===== config.mk =====
export PLATFORM = sky130hd
export DESIGN_NAME = serial_magnitude_comparator
export DESIGN_NICKNAME = d
export VERILOG_FILES = /design/src/rtl/serial_cmp_pkg.sv /design/src/rtl/serial_magnitude_comparator_bitcmp.sv /design/src/rtl/serial_magnitude_comparator.sv
export SDC_FILE = /design/constraint.sdc
export NUM_CORES = 1
export LEC_CHECK = 0
export CORE_MARGIN = 8
export CORE_UTILIZATION = 50
export DETAILED_ROUTE_END_ITERATION = 7
export GPL_TIMING_DRIVEN = 0
export PLACE_DENSITY = 0.9
export SLEW_MARGIN = 0
export SYNTH_ARGS = -nofsm -noshare
export SYNTH_HDL_FRONTEND = slang
export SYNTH_HIERARCHICAL = 1
export SYNTH_SLANG_ARGS = --single-unit
export TNS_END_PERCENT = 10

===== constraint.sdc =====
create_clock -name clk -period 3.3 [get_ports clk]
set_input_delay 0.66 -clock clk [delete_from_list [all_inputs] [get_ports clk]]
set_output_delay 0.66 -clock clk [all_outputs]
set_load 0.02 [all_outputs]

===== src/rtl/serial_cmp_pkg.sv =====
// Shared types for the serial magnitude comparator: FSM state encoding,
// 2-bit sticky result encoding and its lt/gt/eq decode.
package serial_cmp_pkg;

  typedef enum logic [1:0] {
    ST_IDLE = 2'd0,
    ST_SCAN = 2'd1,
    ST_DONE = 2'd2
  } state_t;

  typedef enum logic [1:0] {
    RES_NONE = 2'd0,
    RES_LT   = 2'd1,
    RES_GT   = 2'd2,
    RES_EQ   = 2'd3
  } res_t;

  // {lt, gt, eq} patterns
  localparam logic [2:0] LGE_NONE = 3'b000;
  localparam logic [2:0] LGE_LT   = 3'b100;
  localparam logic [2:0] LGE_GT   = 3'b010;
  localparam logic [2:0] LGE_EQ   = 3'b001;

  function automatic logic [2:0] res_decode(res_t r);
    case (r)
      RES_LT:  return LGE_LT;
      RES_GT:  return LGE_GT;
      RES_EQ:  return LGE_EQ;
      default: return LGE_NONE;
    endcase
  endfunction

endpackage


===== src/rtl/serial_magnitude_comparator_bitcmp.sv =====
// Single-bit comparator cell used by the serial scan.
module one_bit_comparator (
  input  logic a,
  input  logic b,
  output logic lt,
  output logic gt,
  output logic eq
);
  assign lt = ~a & b;
  assign gt = a & ~b;
  assign eq = ~(a ^ b);
endmodule


===== src/rtl/serial_magnitude_comparator.sv =====
// Bit-serial unsigned magnitude comparator, MSB first, one bit per cycle.
// Optional macro SERIAL_CMP_EARLY_EXIT_EN: leave SCAN on the first
// mismatching bit instead of always scanning all WIDTH bits.
module serial_magnitude_comparator
  import serial_cmp_pkg::*;
#(
  parameter int WIDTH = 8
) (
  input  logic             clk,
  input  logic             rst,
  input  logic             in_valid,
  output logic             in_ready,
  input  logic [WIDTH-1:0] a,
  input  logic [WIDTH-1:0] b,
  output logic             out_valid,
  input  logic             out_ready,
  output logic             lt,
  output logic             gt,
  output logic             eq,
  output logic             busy
);

  // index register is at least one bit wide so WIDTH=1 still elaborates
  localparam int IW = (WIDTH > 1) ? $clog2(WIDTH) : 1;

  state_t          r_state, w_state_nxt;
  logic [WIDTH-1:0] r_a, r_b, w_a_nxt, w_b_nxt;
  logic [IW-1:0]   r_idx, w_idx_nxt;
  res_t            r_res, w_res_nxt;

  logic w_abit, w_bbit, w_lt, w_gt, w_eq, w_mismatch;

  assign w_abit = r_a[r_idx];
  assign w_bbit = r_b[r_idx];

  one_bit_comparator u_cell (
    .a  (w_abit),
    .b  (w_bbit),
    .lt (w_lt),
    .gt (w_gt),
    .eq (w_eq)
  );

  assign w_mismatch = w_lt | w_gt;

  // state, operand, index and sticky result registers
  always_ff @(posedge clk or posedge rst) begin
    if (rst) begin
      r_state <= ST_IDLE;
      r_a     <= '0;
      r_b     <= '0;
      r_idx   <= '0;
      r_res   <= RES_NONE;
    end else begin
      r_state <= w_state_nxt;
      r_a     <= w_a_nxt;
      r_b     <= w_b_nxt;
      r_idx   <= w_idx_nxt;
      r_res   <= w_res_nxt;
    end
  end

  // next-state: accept in IDLE, scan MSB->LSB, hold result until consumed
  always_comb begin
    w_state_nxt = r_state;
    w_a_nxt     = r_a;
    w_b_nxt     = r_b;
    w_idx_nxt   = r_idx;
    w_res_nxt   = r_res;
    case (r_state)
      ST_IDLE: begin
        if (in_valid) begin
          w_a_nxt     = a;
          w_b_nxt     = b;
          w_idx_nxt   = IW'(WIDTH - 1);
          w_res_nxt   = RES_NONE;
          w_state_nxt = ST_SCAN;
        end
      end
      ST_SCAN: begin
        // first mismatch decides; a decided result is sticky
        if (r_res == RES_NONE && w_mismatch)
          w_res_nxt = w_gt ? RES_GT : RES_LT;
        if (r_idx == '0) begin
          if (r_res == RES_NONE && w_eq)
            w_res_nxt = RES_EQ;
          w_state_nxt = ST_DONE;
        end else begin
          w_idx_nxt = r_idx - 1'b1;
        end
`ifdef SERIAL_CMP_EARLY_EXIT_EN
        if (r_res == RES_NONE && w_mismatch)
          w_state_nxt = ST_DONE;
`endif
      end
      ST_DONE: begin
        if (out_ready)
          w_state_nxt = ST_IDLE;
      end
      default: w_state_nxt = ST_IDLE;
    endcase
  end

  assign in_ready  = (r_state == ST_IDLE);
  assign busy      = (r_state != ST_IDLE);
  assign out_valid = (r_state == ST_DONE);
  // decode is gated so lt/gt/eq stay low outside DONE
  assign {lt, gt, eq} = out_valid ? res_decode(r_res) : LGE_NONE;

endmodule


==> results_dict.tcl <==
set metrics [dict create \
    grt_pass1_wl_um 3640 \
    slew_violations 0 \
    cts_inserted_buffers 3 \
    die_area_um2 4110 \
    vias 787 \
    cts.sinks 23 \
    seqPwrFrac_pct 40.1 \
    powerDensity_nw_per_um2 873 \
    max-slew-margin-rel_pct 45.1 \
    start_kind "register" \
    cp.required_ps 2640 \
    dieHeight_um 64.1 \
    hold_class "reg2reg" \
    ys_seq_area_share_pct 49.7 \
    final_antenna_net_count 0 \
    crit_buf_inv 2 \
    yosysWarningCount 6 \
    cpMaxStageDelayCell "clkdlybuf4s50_1" \
    yosys.area_share.simple_pct 5.51 \
    grt_pass1_vias 807 \
    clk_latency_ps 310 \
    internal_power_mw 0.835 \
    timing.fmax_mhz 406 \
    gp_congestion 0.784 \
    yosys.area_share.xor_xnor_pct 0 \
    p_leak_nw 0.629 \
    ys_ff_latch 23 \
    synth-compound-area-share_pct 7.35 \
    setup_viol 0 \
    switching_power_mw 0.447 \
    syn_inst 87 \
    holdBufCountCts 0 \
    clockBufferDepth 2 \
    nFillCells 167 \
    cp.arrival_ps 1800 \
    rsz0062_at_grt "no" \
    drt_iter0_markers 19 \
    io_buffers 25 \
    muxShareOfSynthArea_pct 26.6 \
    cts_root_buf "clkbuf_4" \
    num_rows 17 \
    diodes 0 \
    tightest_slew_ps 823 \
    finalClockSkew_ps 1.44 \
    clkPwrFrac_pct 10.0 \
    hpwl_um 1710 \
    start_util_pct 52.8 \
    cap_violations 0 \
    whs_ps 513 \
    worstSetupPathType "reg2out" \
    routed_wl_um 2210 \
    core_area_um2 2190 \
    routed_via_density 5.47 \
    synth.net_count 111 \
    avgSynthCellArea_um2 13.3 \
    cts_setup_buffers 0 \
    synth_top_family_by_area "multiplexers" \
    layout_commonest_cell "clkdlybuf4s50_1" \
    grt_max_degree 24 \
    finalCritPeriodShare_pct 74.6 \
    post-route-util_pct 67.0 \
    crit_fanout 6 \
    area_growth_pct 26.9 \
    nets 141 \
    boundaryPins 26 \
    post-route-min-period_ps 2460 \
    critPathTopFamily "buffers and inverters" \
    switching_share_pct 34.9 \
    drt-pass1-iter-count 6 \
    cp-end-kind "primary output" \
    htreeDepth 1 \
    drc 0 \
    outcome "complete, no violations" \
    synth_area_um2 1160 \
    fp.dieW_um 64.1 \
    synth.distinct_cells 23 \
    drive_gt1_share_pct 22.4 \
    cts_tree "done" \
    synth-adder-area-share_pct 4.32 \
    finalSetupTns_ps 0 \
    slowest_delay_ps 640 \
    final_cell_mix "clkdlybuf4s50_1, dfrtp_1, mux2_2" \
    cts_resized 0 \
    wire_per_inst_um 15.4 \
    grt.overflow.total 0 \
    grt_antenna_before_repair 0 \
    hold_violations 0 \
    power_frac_comb_pct 49.9 \
    path_cells "nor2b_1 > inv_1 > nor3_1 > clkdlybuf4s50_1" \
    irDropWorstVdd_mv 0.501 \
    grt_use_total_pct 10.9 \
    clk_pin_slew_ps 120 \
]
cell usage after synthesis, drive strengths merged:
| cell | number | area share (%) |
|---|---|---|
| nor2 | 1 | 0.32 |
| dfrtp | 23 | 50 |
| o211ai | 1 | 0.65 |
| or4 | 1 | 0.65 |
| ha | 4 | 4.3 |
| o21ai | 1 | 0.43 |
| mux4 | 4 | 9.1 |
| nor3b | 1 | 0.65 |
| mux2 | 18 | 18 |
| a31oi | 1 | 0.54 |
| nand2b | 1 | 0.54 |
| a32oi | 1 | 0.76 |
| a21oi | 1 | 0.43 |
| inv | 13 | 4.2 |
| o32ai | 3 | 2.3 |
| buf | 3 | 2.3 |
| o21bai | 1 | 0.65 |
| o21ba | 1 | 0.86 |
| or2 | 1 | 0.54 |
| nor2b | 2 | 1.1 |
| nor3 | 4 | 1.7 |
| a2bb2oi | 1 | 0.76 |
per-stage QoR:
step | setup WS [ps] | power [mW] | std cells | cell area (um2)
2_1_floorplan | 1260 | 0.983 | 87 | 1160
3_3_place_gp | 1120 | 1.10 | 140 | 1440
3_5_place_dp | 1090 | 1.15 | 140 | 1440
4_1_cts | 818 | 1.28 | 144 | 1470
5_1_grt | 674 | 1.37 | 144 | 1470
6_report | 837 | 1.28 | 144 | 1470
routing by layer:
metal | vias up | routed length (um) | track usage [%]
met1 | 391 | 950 | 13.2
li1 | 373 | - | -
met2 | 21 | 1110 | 17.9
met3 | 2 | 143 | 3.14
met5 | - | 0 | 0
met4 | 0 | 6 | 4.09
path summary, 6_finish.rpt:
path                                  from        to  slack [ps]  depth (start not counted)
worst max register to register    r_idx[0]  r_res[0]        1190                          7
min in group asynchronous              rst    r_a[0]         800                          2
worst max-delay path            r_state[1]        gt         840                          4
worst min register to register    r_res[0]  r_res[1]         510                          1
worst min-delay path              r_res[0]  r_res[1]         510                          1
max in group asynchronous              rst    r_b[3]        2000                          2
worst reg2reg max path, cell delays in order (launching register included):
cell,delay [ps]
dfrtp_1,360
buf_6,130
mux4_1,550
mux2_2,310
inv_1,70
ha_1,250
a32oi_1,230
o32ai_1,110
flip-flops by register name, summed over array words and instances, names as in the netlist:
register  count
r_res         2
r_a           8
r_idx         3
r_b           8
r_state       2
power by group through the flow:
stage	clock (mW)	combinational (mW)	sequential [mW]
after CTS	0.132	0.637	0.514
after floorplan	0	0.496	0.487
final	0.129	0.640	0.514
after global placement	0	0.594	0.510
after global routing	0.140	0.691	0.534
after detailed placement	0	0.630	0.522
logic make-up after synthesis:
group / count (synthesis)
AND/OR/NAND/NOR: 11
multiplexers: 22
adder cells (fa/ha/maj): 4
AO/OA/AOI/OAI: 11
flip-flops: 23
buffers and inverters: 16
cell type report:
cell class                 instances  area (um2)  share of cell area, %
buffer                             3        26.3                   1.79
clock buffer                       4        26.3                   1.79
inverter                          13        48.8                   3.32
multi-input combinational         48         507                   34.5
sequential                        23         576                   39.2
tap                               28        35.0                   2.39
timing repair buffer              25         250                   17.0
Power figures use the tool's default switching activity.
